`src/rtl/rs_decode_stream_unpack.sv`:
```
// rs_decode_stream_unpack: receive-side unpacker for the RS encoded line stream.
// Data lines pass straight through to the data output. The parity lines that follow
// are split into one PARITY_W word per block and emitted from a holding register.
// Optional framing checks and the DRAIN state are enabled by RS_UNPACK_FRAME_CHECK_EN.
module rs_decode_stream_unpack #(
  parameter int unsigned NUM_REQ_BLOCKS_W = 8,
  parameter int unsigned DATA_W           = 256,
  parameter int unsigned PARITY_W         = 64,
  parameter int unsigned NUM_LINES        = 7
) (
  input  logic                        clk,
  input  logic                        rst,
  input  logic                        src_unpack_req_val,
  input  logic [NUM_REQ_BLOCKS_W-1:0] src_unpack_req_num_blocks,
  output logic                        unpack_src_req_rdy,
  input  logic                        src_unpack_data_val,
  input  logic [DATA_W-1:0]           src_unpack_data,
  input  logic                        src_unpack_data_last,
  output logic                        unpack_src_data_rdy,
  output logic                        unpack_dst_data_val,
  output logic [DATA_W-1:0]           unpack_dst_data,
  output logic                        unpack_dst_data_last,
  input  logic                        dst_unpack_data_rdy,
  output logic                        unpack_dst_parity_val,
  output logic [PARITY_W-1:0]         unpack_dst_parity,
  output logic [NUM_REQ_BLOCKS_W-1:0] unpack_dst_parity_block,
  input  logic                        dst_unpack_parity_rdy,
  output logic                        unpack_err
);

  localparam int unsigned R      = DATA_W / PARITY_W;
  localparam int unsigned SLOT_W = (R > 1) ? $clog2(R) : 1;
  localparam int unsigned LINE_W = (NUM_LINES > 1) ? $clog2(NUM_LINES) : 1;
  localparam logic [NUM_REQ_BLOCKS_W-1:0] BLK_ONE = NUM_REQ_BLOCKS_W'(1);
  localparam logic [NUM_REQ_BLOCKS_W-1:0] R_BLK   = NUM_REQ_BLOCKS_W'(R);
  localparam logic [LINE_W-1:0]           LINE_MAX = LINE_W'(NUM_LINES - 1);
  localparam logic [SLOT_W-1:0]           SLOT_MAX = SLOT_W'(R - 1);

`ifdef RS_UNPACK_FRAME_CHECK_EN
  localparam bit CHECK = 1'b1;
`else
  localparam bit CHECK = 1'b0;
`endif

  typedef enum logic [1:0] {IDLE, DATA, PARITY, DRAIN} state_t;

  state_t                      state, state_nxt;
  logic [NUM_REQ_BLOCKS_W-1:0] num_blocks;
  logic [LINE_W-1:0]           line_cnt;
  logic [NUM_REQ_BLOCKS_W-1:0] block_cnt;
  logic [NUM_REQ_BLOCKS_W-1:0] line_block;  // block index of slot 0 of the next parity line
  logic [DATA_W-1:0]           par_reg;
  logic                        par_valid;
  logic [NUM_REQ_BLOCKS_W-1:0] par_block;
  logic [SLOT_W-1:0]           slot;
  logic                        got_final;
  logic                        drain_pend;
  logic                        err_q;

  logic                        req_hs, data_hs, line_hs, par_hs, abort, err_set;
  logic                        last_slot, final_line, line_end, last_data;
  logic [NUM_REQ_BLOCKS_W-1:0] rem_blocks;

  assign par_hs     = par_valid && dst_unpack_parity_rdy;
  // Slots beyond block N-1 exist only on the final line, so block N-1 also ends that line.
  assign last_slot  = (slot == SLOT_MAX) || (par_block == num_blocks - BLK_ONE);
  assign rem_blocks = num_blocks - line_block;
  assign final_line = (32'(rem_blocks) <= R);
  assign line_end   = (line_cnt == LINE_MAX);
  assign last_data  = line_end && (block_cnt == num_blocks - BLK_ONE);

  assign unpack_dst_data         = src_unpack_data;
  assign unpack_dst_parity_val   = par_valid;
  assign unpack_dst_parity       = par_reg[DATA_W-1 -: PARITY_W];
  assign unpack_dst_parity_block = par_block;
  assign unpack_err              = err_q;

  // Next-state, handshake and ready/valid generation.
  always_comb begin
    state_nxt            = state;
    unpack_src_req_rdy   = 1'b0;
    unpack_src_data_rdy  = 1'b0;
    unpack_dst_data_val  = 1'b0;
    unpack_dst_data_last = 1'b0;
    req_hs               = 1'b0;
    data_hs              = 1'b0;
    line_hs              = 1'b0;
    abort                = 1'b0;
    err_set              = 1'b0;
    case (state)
      IDLE: begin
        unpack_src_req_rdy = 1'b1;
        req_hs             = src_unpack_req_val;
        if (src_unpack_req_val && (src_unpack_req_num_blocks != '0)) state_nxt = DATA;
      end
      DATA: begin
        if (CHECK && src_unpack_data_last) begin
          // An early last line is swallowed rather than forwarded.
          unpack_src_data_rdy = 1'b1;
          if (src_unpack_data_val) begin
            err_set   = 1'b1;
            state_nxt = IDLE;
          end
        end else begin
          unpack_dst_data_val  = src_unpack_data_val;
          unpack_src_data_rdy  = dst_unpack_data_rdy;
          unpack_dst_data_last = src_unpack_data_val && last_data;
          data_hs              = src_unpack_data_val && dst_unpack_data_rdy;
          if (data_hs && last_data) state_nxt = PARITY;
        end
      end
      PARITY: begin
        unpack_src_data_rdy = !got_final && (!par_valid || (par_hs && last_slot));
        line_hs             = src_unpack_data_val && unpack_src_data_rdy;
        if (par_hs && (par_block == num_blocks - BLK_ONE))
          state_nxt = drain_pend ? DRAIN : IDLE;
        if (line_hs && CHECK) begin
          if (src_unpack_data_last && !final_line) begin
            abort     = 1'b1;
            err_set   = 1'b1;
            state_nxt = IDLE;
          end else if (!src_unpack_data_last && final_line) begin
            err_set = 1'b1;
          end
        end
      end
      DRAIN: begin
        unpack_src_data_rdy = 1'b1;
        if (src_unpack_data_val && src_unpack_data_last) state_nxt = IDLE;
      end
      default: state_nxt = IDLE;
    endcase
  end

  // State, counters and the parity holding register.
  always_ff @(posedge clk or negedge rst) begin
    if (!rst) begin
      state      <= IDLE;
      num_blocks <= '0;
      line_cnt   <= '0;
      block_cnt  <= '0;
      line_block <= '0;
      par_reg    <= '0;
      par_valid  <= 1'b0;
      par_block  <= '0;
      slot       <= '0;
      got_final  <= 1'b0;
      drain_pend <= 1'b0;
      err_q      <= 1'b0;
    end else begin
      state <= state_nxt;
      err_q <= err_set;
      if (req_hs) begin
        num_blocks <= src_unpack_req_num_blocks;
        line_cnt   <= '0;
        block_cnt  <= '0;
        line_block <= '0;
        par_valid  <= 1'b0;
        par_block  <= '0;
        slot       <= '0;
        got_final  <= 1'b0;
        drain_pend <= 1'b0;
      end
      if (data_hs) begin
        if (line_end) begin
          line_cnt  <= '0;
          block_cnt <= block_cnt + BLK_ONE;
        end else begin
          line_cnt <= line_cnt + LINE_W'(1);
        end
      end
      if (par_hs) begin
        par_block <= par_block + BLK_ONE;
        slot      <= slot + SLOT_W'(1);
        par_reg   <= par_reg << PARITY_W;
        if (last_slot) par_valid <= 1'b0;
      end
      // A load in the same cycle as the last slot handshake overrides the updates above.
      if (line_hs) begin
        if (abort) begin
          par_valid <= 1'b0;
        end else begin
          par_reg    <= src_unpack_data;
          par_valid  <= 1'b1;
          par_block  <= line_block;
          slot       <= '0;
          line_block <= line_block + R_BLK;
          if (final_line) begin
            got_final  <= 1'b1;
            drain_pend <= CHECK && !src_unpack_data_last;
          end
        end
      end
    end
  end

endmodule

```
`config.mk`:
```
export PLATFORM = sky130hd
export DESIGN_NAME = rs_decode_stream_unpack
export DESIGN_NICKNAME = d
export VERILOG_FILES = /design/src/rtl/rs_decode_stream_unpack.sv
export SDC_FILE = /design/constraint.sdc
export NUM_CORES = 1
export LEC_CHECK = 0
export ABC_AREA = 0
export CAP_MARGIN = 10
export CORE_AREA = 2 2 235 237
export CTS_BUF_LIST = sky130_fd_sc_hd__clkbuf_8
export DETAILED_ROUTE_END_ITERATION = 10
export DIE_AREA = 0 0 237 239
export GPL_TIMING_DRIVEN = 0
export SYNTH_ARGS = -nofsm -noshare
export SYNTH_HDL_FRONTEND = slang
export SYNTH_SLANG_ARGS = --single-unit
```
`constraint.sdc`:
```
create_clock -name clk -period 2.8 [get_ports clk]
set_input_delay 0.56 -clock clk [delete_from_list [all_inputs] [get_ports clk]]
set_output_delay 0.56 -clock clk [all_outputs]
set_load 0.01 [all_outputs]
```
# After elaboration in Yosys (flattened, before gate mapping)
# Index checks and enable logic that the tools add are counted.
dict set report classes {
  n_addsub 7
  n_lt_le_gt_ge 1
  n_eq_ne 11
  muxes 38
  n_reduce_logical 22
}
# cell count
set ops {}
lappend ops {{$mux W256} 2}
lappend ops {{$mux W8} 7}
lappend ops {{$add A8 B1 Y8 const B} 2}
lappend ops {{$eq A8 B8 Y1} 2}
lappend ops {{$mux W1} 16}
lappend ops {{$mux W2} 8}
lappend ops {{$logic_and A1 B1 Y1} 11}
lappend ops {{$mux W3} 3}
lappend ops {{$add A8 B3 Y8 const B} 1}
lappend ops {{$le A8 B3 Y1 const B} 1}
lappend ops {{$ne A2 B2 Y1 const B} 4}
lappend ops {{$pmux W2 S4} 1}
lappend ops {{$reduce_bool A8 Y1} 1}
lappend ops {{$sub A8 B1 Y8 const B} 1}
lappend ops {{$sub A8 B8 Y8} 1}
lappend ops {{$eq A2 B2 Y1 const B} 3}
lappend ops {{$reduce_bool A2 Y1} 3}
lappend ops {{$reduce_and A4 Y1} 1}
lappend ops {{$add A3 B1 Y3 const B} 1}
lappend ops {{$eq A3 B3 Y1 const B} 1}
lappend ops {{$pmux W1 S3} 1}
lappend ops {{$reduce_bool A3 Y1} 1}
lappend ops {{$add A2 B1 Y2 const B} 1}
lappend ops {{$eq A2 B1 Y1 const B} 1}
lappend ops {{3 further kinds} 5}
dict set report totals {
  register_bits 298
  in_bits 271
  output_inout_bits 334
  elab_cells 90
}

# Depth between registers and ports, before layout
dict set report depth {
  word_depth 9
  ltp_mapped 11
  mapped_depth_nobuf 9
}

# Least setup slack after synthesis
# No wires, ideal clock.
dict set report synth_path {
  path_type {flip-flop to output port}
  start {register num_blocks[0]}
  end {output unpack_src_data_rdy}
  arrival_ps 2119
  t_required_ps 2240
  slack_ps 121
  stages_incl_launch_ff 10
  n_path_buf 0
  path_cell_list {dfrtp_1 > inv_1 > ha_1 > nor3b_1 > xnor2_1 > o21a_1 > o211ai_2 > o21ai_2 > nand2b_1 > o21ai_0}
}
dict set report synth_via {
  elab_chain_cells 7
}
# element line
set synth_lines {}
lappend synth_lines {{start: declaration} 48} ;# logic [NUM_REQ_BLOCKS_W-1:0] num_blocks;
lappend synth_lines {{start signal: assignment} 154} ;# num_blocks <= src_unpack_req_num_blocks;
lappend synth_lines {{$sub A8 B1 Y8} 66} ;# assign last_slot = (slot == SLOT_MAX) || (par_block == num_blocks - BLK_ONE);
lappend synth_lines {{$eq A8 B8 Y1} 66}
lappend synth_lines {{$logic_or A1 B1 Y1} 66}
lappend synth_lines {{$logic_and A1 B1 Y1} 113} ;# unpack_src_data_rdy = !got_final && (!par_valid || (par_hs && last_slot));
lappend synth_lines {{$logic_or A1 B1 Y1} 113}
lappend synth_lines {{$logic_and A1 B1 Y1} 113}
lappend synth_lines {{$pmux W1 S3} 90} ;# case (state)
lappend synth_lines {{end: declaration} 19} ;# output logic unpack_src_data_rdy,
# No other way between the ends.

# Worst setup path after layout
dict set report layout_path {
  start {register num_blocks[2]}
  end {output unpack_src_data_rdy}
}
# Same word-level chain as after synthesis.

==> results_dict.tcl <==
set metrics [dict create \
    status "finished, violations left" \
    violations "setup timing" \
    clock_path_buffers 3 \
    insertion_delay_ns 0.64 \
    die-area_um2 56600 \
    htreeDepth 2 \
    max_freq_ghz 0.301 \
    final_net_count 2735 \
    end_kind "output port" \
    grt_use_total 0.222 \
    drcViolationCount 0 \
    cts.clk_slew.worst_paths_ns 0.06 \
    synth_edf_count 0 \
    critPathLaunch "num_blocks[2]" \
    grt_setup_unrepaired "true" \
    final_util 0.491 \
    firstDrtPassIters 5 \
    place_ws_ns -1.03 \
    rows 86 \
    chipWidth_um 237 \
    fp.dieH_um 239 \
    place.port_buffers 603 \
    cts_buffers 54 \
    slew_viol_final 0 \
    required_ns 2.24 \
    vias 15432 \
    worstPathArrival_ns 2.77 \
    post_drt_wl_per_cell_um 20.6 \
    max_cap_violations 0 \
    power_frac_seq 0.309 \
    async_flop_share 1.00 \
    cts_tree "yes" \
    synth-seq-area-share 0.444 \
    core_um2 54300 \
    fin_crit_sh 1.19 \
    path_class "reg2out" \
    rr_startpoint "num_blocks[2]" \
    nFillCells 5028 \
    vias_per_cell 4.82 \
    largest_reg_flops 256 \
    crit_path_end "unpack_src_data_rdy" \
    dr_wl_met2_um 33300 \
    synth.top_cell.area_share 0.444 \
    slew_headroom 0.237 \
    syn_nets 2044 \
    grt_pass1_wl_um 95400 \
    gr-total-overflow 0 \
    met1_length_um 28000 \
    final_common_cell "clkdlybuf4s50_1" \
    sw_frac_of_total 0.399 \
    synth_cells 1762 \
    met3_length_um 3500 \
    synth.avg_cell_area_um2 9.46 \
    setup_violations 276 \
    cts.sinks 296 \
    highest_layer "met5" \
    min_path_type "in2reg" \
    yosysUniqueCellTypes 55 \
    hold_viol 0 \
    syn_area_um2 16700 \
    clock_skew_ns 0.0202 \
    dominantRegCellSynth "dfrtp_1" \
    ys_seq_elements 296 \
    drive_gt1_frac 0.272 \
    vdd_drop_max_uv 377 \
    rr_worst_depth 17 \
    leakage_nw 11.5 \
    tightest_slew_ns 1.14 \
    initial_utilization 0.307 \
    ant_nets 0 \
    p_per_area_nw_per_um2 935 \
    r2r_slack_ns -0.36 \
    clockPowerShare 0.177 \
    cp_max_fo 4 \
    synth_area_leaders "dfrtp_1 44%, buf_4 16%, mux2i_1 12%, a21oi_1 6.3%, nor3_1 6.2%" \
    gp_congestion 0.849 \
    routed_wl_um 66000 \
    antenna_found_initial 2 \
    clock-root-buffer "clkbuf_8" \
    yosys.area.top_type "dfrtp_1" \
    fin_crit_ns 3.33 \
    io_pins 605 \
    setup-tns-final_ns -60.04 \
    r2r-end "par_reg[149]" \
    cp-start-kind "register" \
    synthToLayoutAreaGrowth_pct 59.9 \
    power_frac_comb 0.514 \
    intPower_mw 15.0 \
    grt_pass1_vias 15586 \
    p_sw_mw 9.95 \
    setup_ws_ns -0.526 \
    dp_hpwl_um 50300 \
    ys_warn_count 0 \
    layout_common_cells "600 x clkdlybuf4s50_1, 346 x buf_4, 293 x dfrtp_1" \
    drt-initial-drc-count 769 \
    grt_max_degree 115 \
]
## cell families after synthesis
group,after synthesis,share of synthesized area
other,1,0.000225
adders and majority gates,11,0.00826
and+or+nand+nor,455,0.131
DFF,296,0.444
muxes,194,0.117
buffers and inverters,453,0.182
AOI/OAI and AO/OA,328,0.105
xor gates and xnor gates,24,0.0126
## synth_stat cells, drive strengths merged (9+ instances only)
cell type	instances
nand2	104
clkbuf	68
ha	11
xnor2	16
nor3	205
buf	376
mux2i	194
dfrtp	296
nor2	26
nand3	81
inv	9
a21oi	210
o21ai	86
## layout make-up
cell class	instances	area [um2]	area share
antenna	1	2.50	0.0000939
inverter	9	33.8	0.00127
clock inverter	24	150	0.00563
multi-input combinational	1013	7370	0.276
clock buffer	73	1000	0.0377
sequential	296	7410	0.278
timing repair buffer	637	6520	0.245
buffer	442	3280	0.123
tap	704	881	0.0330
## power groups by stage
stage / Sequential, mW / Combinational [mW] / Clock (mW)
finish: 7.69 / 12.8 / 4.41
CTS: 7.67 / 12.0 / 4.49
floorplan: 7.21 / 6.80 / 0
global placement: 7.69 / 10.6 / 0
detailed placement: 7.73 / 10.9 / 0
global route: 7.91 / 13.8 / 4.68
## worst max-delay path: stages (launching register included)
cell	delay (ns)
dfrtp_2	0.40
or4_4	0.56
or3_4	0.35
and3b_1	0.18
o211ai_2	0.22
o21ai_4	0.09
nand2b_4	0.12
o21ai_1	0.06
buf_2	0.15
## metrics by stage
step / cell area (um2) / hold slack [ns] / power [mW] / instances
2_1_floorplan: 16700 / 0.264 / 14.0 / 1762
3_3_place_gp: 23600 / 0.501 / 18.3 / 3069
3_5_place_dp: 23700 / 0.510 / 18.6 / 3072
4_1_cts: 25900 / 0.433 / 24.2 / 3191
5_1_grt: 26700 / 0.480 / 26.4 / 3199
6_report: 26700 / 0.483 / 24.9 / 3199
## repair_timing
item | 4_1_cts | 5_1_grt
buffers inserted | 20 | 3
pin swaps | 14 | 15
cloned | 2 | 5
hold endpoints to repair | 74 | 0
hold buffers | 1 | 0
resized for setup | 201 | 125
setup endpoints to repair | 275 | 281
## layer usage
metal,vias up,global-route usage
li1,7271,-
met1,7602,0.280
met2,471,0.388
met3,86,0.0431
met4,2,0.0568
met5,-,0
## how the worst min path moves through the flow
stage,from,endpoint,slack (ns),cells after the start
finish,src_unpack_req_num_blocks[7],num_blocks[7],0.48,3
global route,src_unpack_req_num_blocks[2],num_blocks[2],0.48,3
CTS,src_unpack_req_num_blocks[2],num_blocks[2],0.43,3
detailed placement,par_reg[63],par_reg[63],0.51,2
global placement,block_cnt[7],block_cnt[7],0.50,1
floorplan,rst,block_cnt[0],0.26,0
No activity file was read; power rests on OpenSTA's default activity.
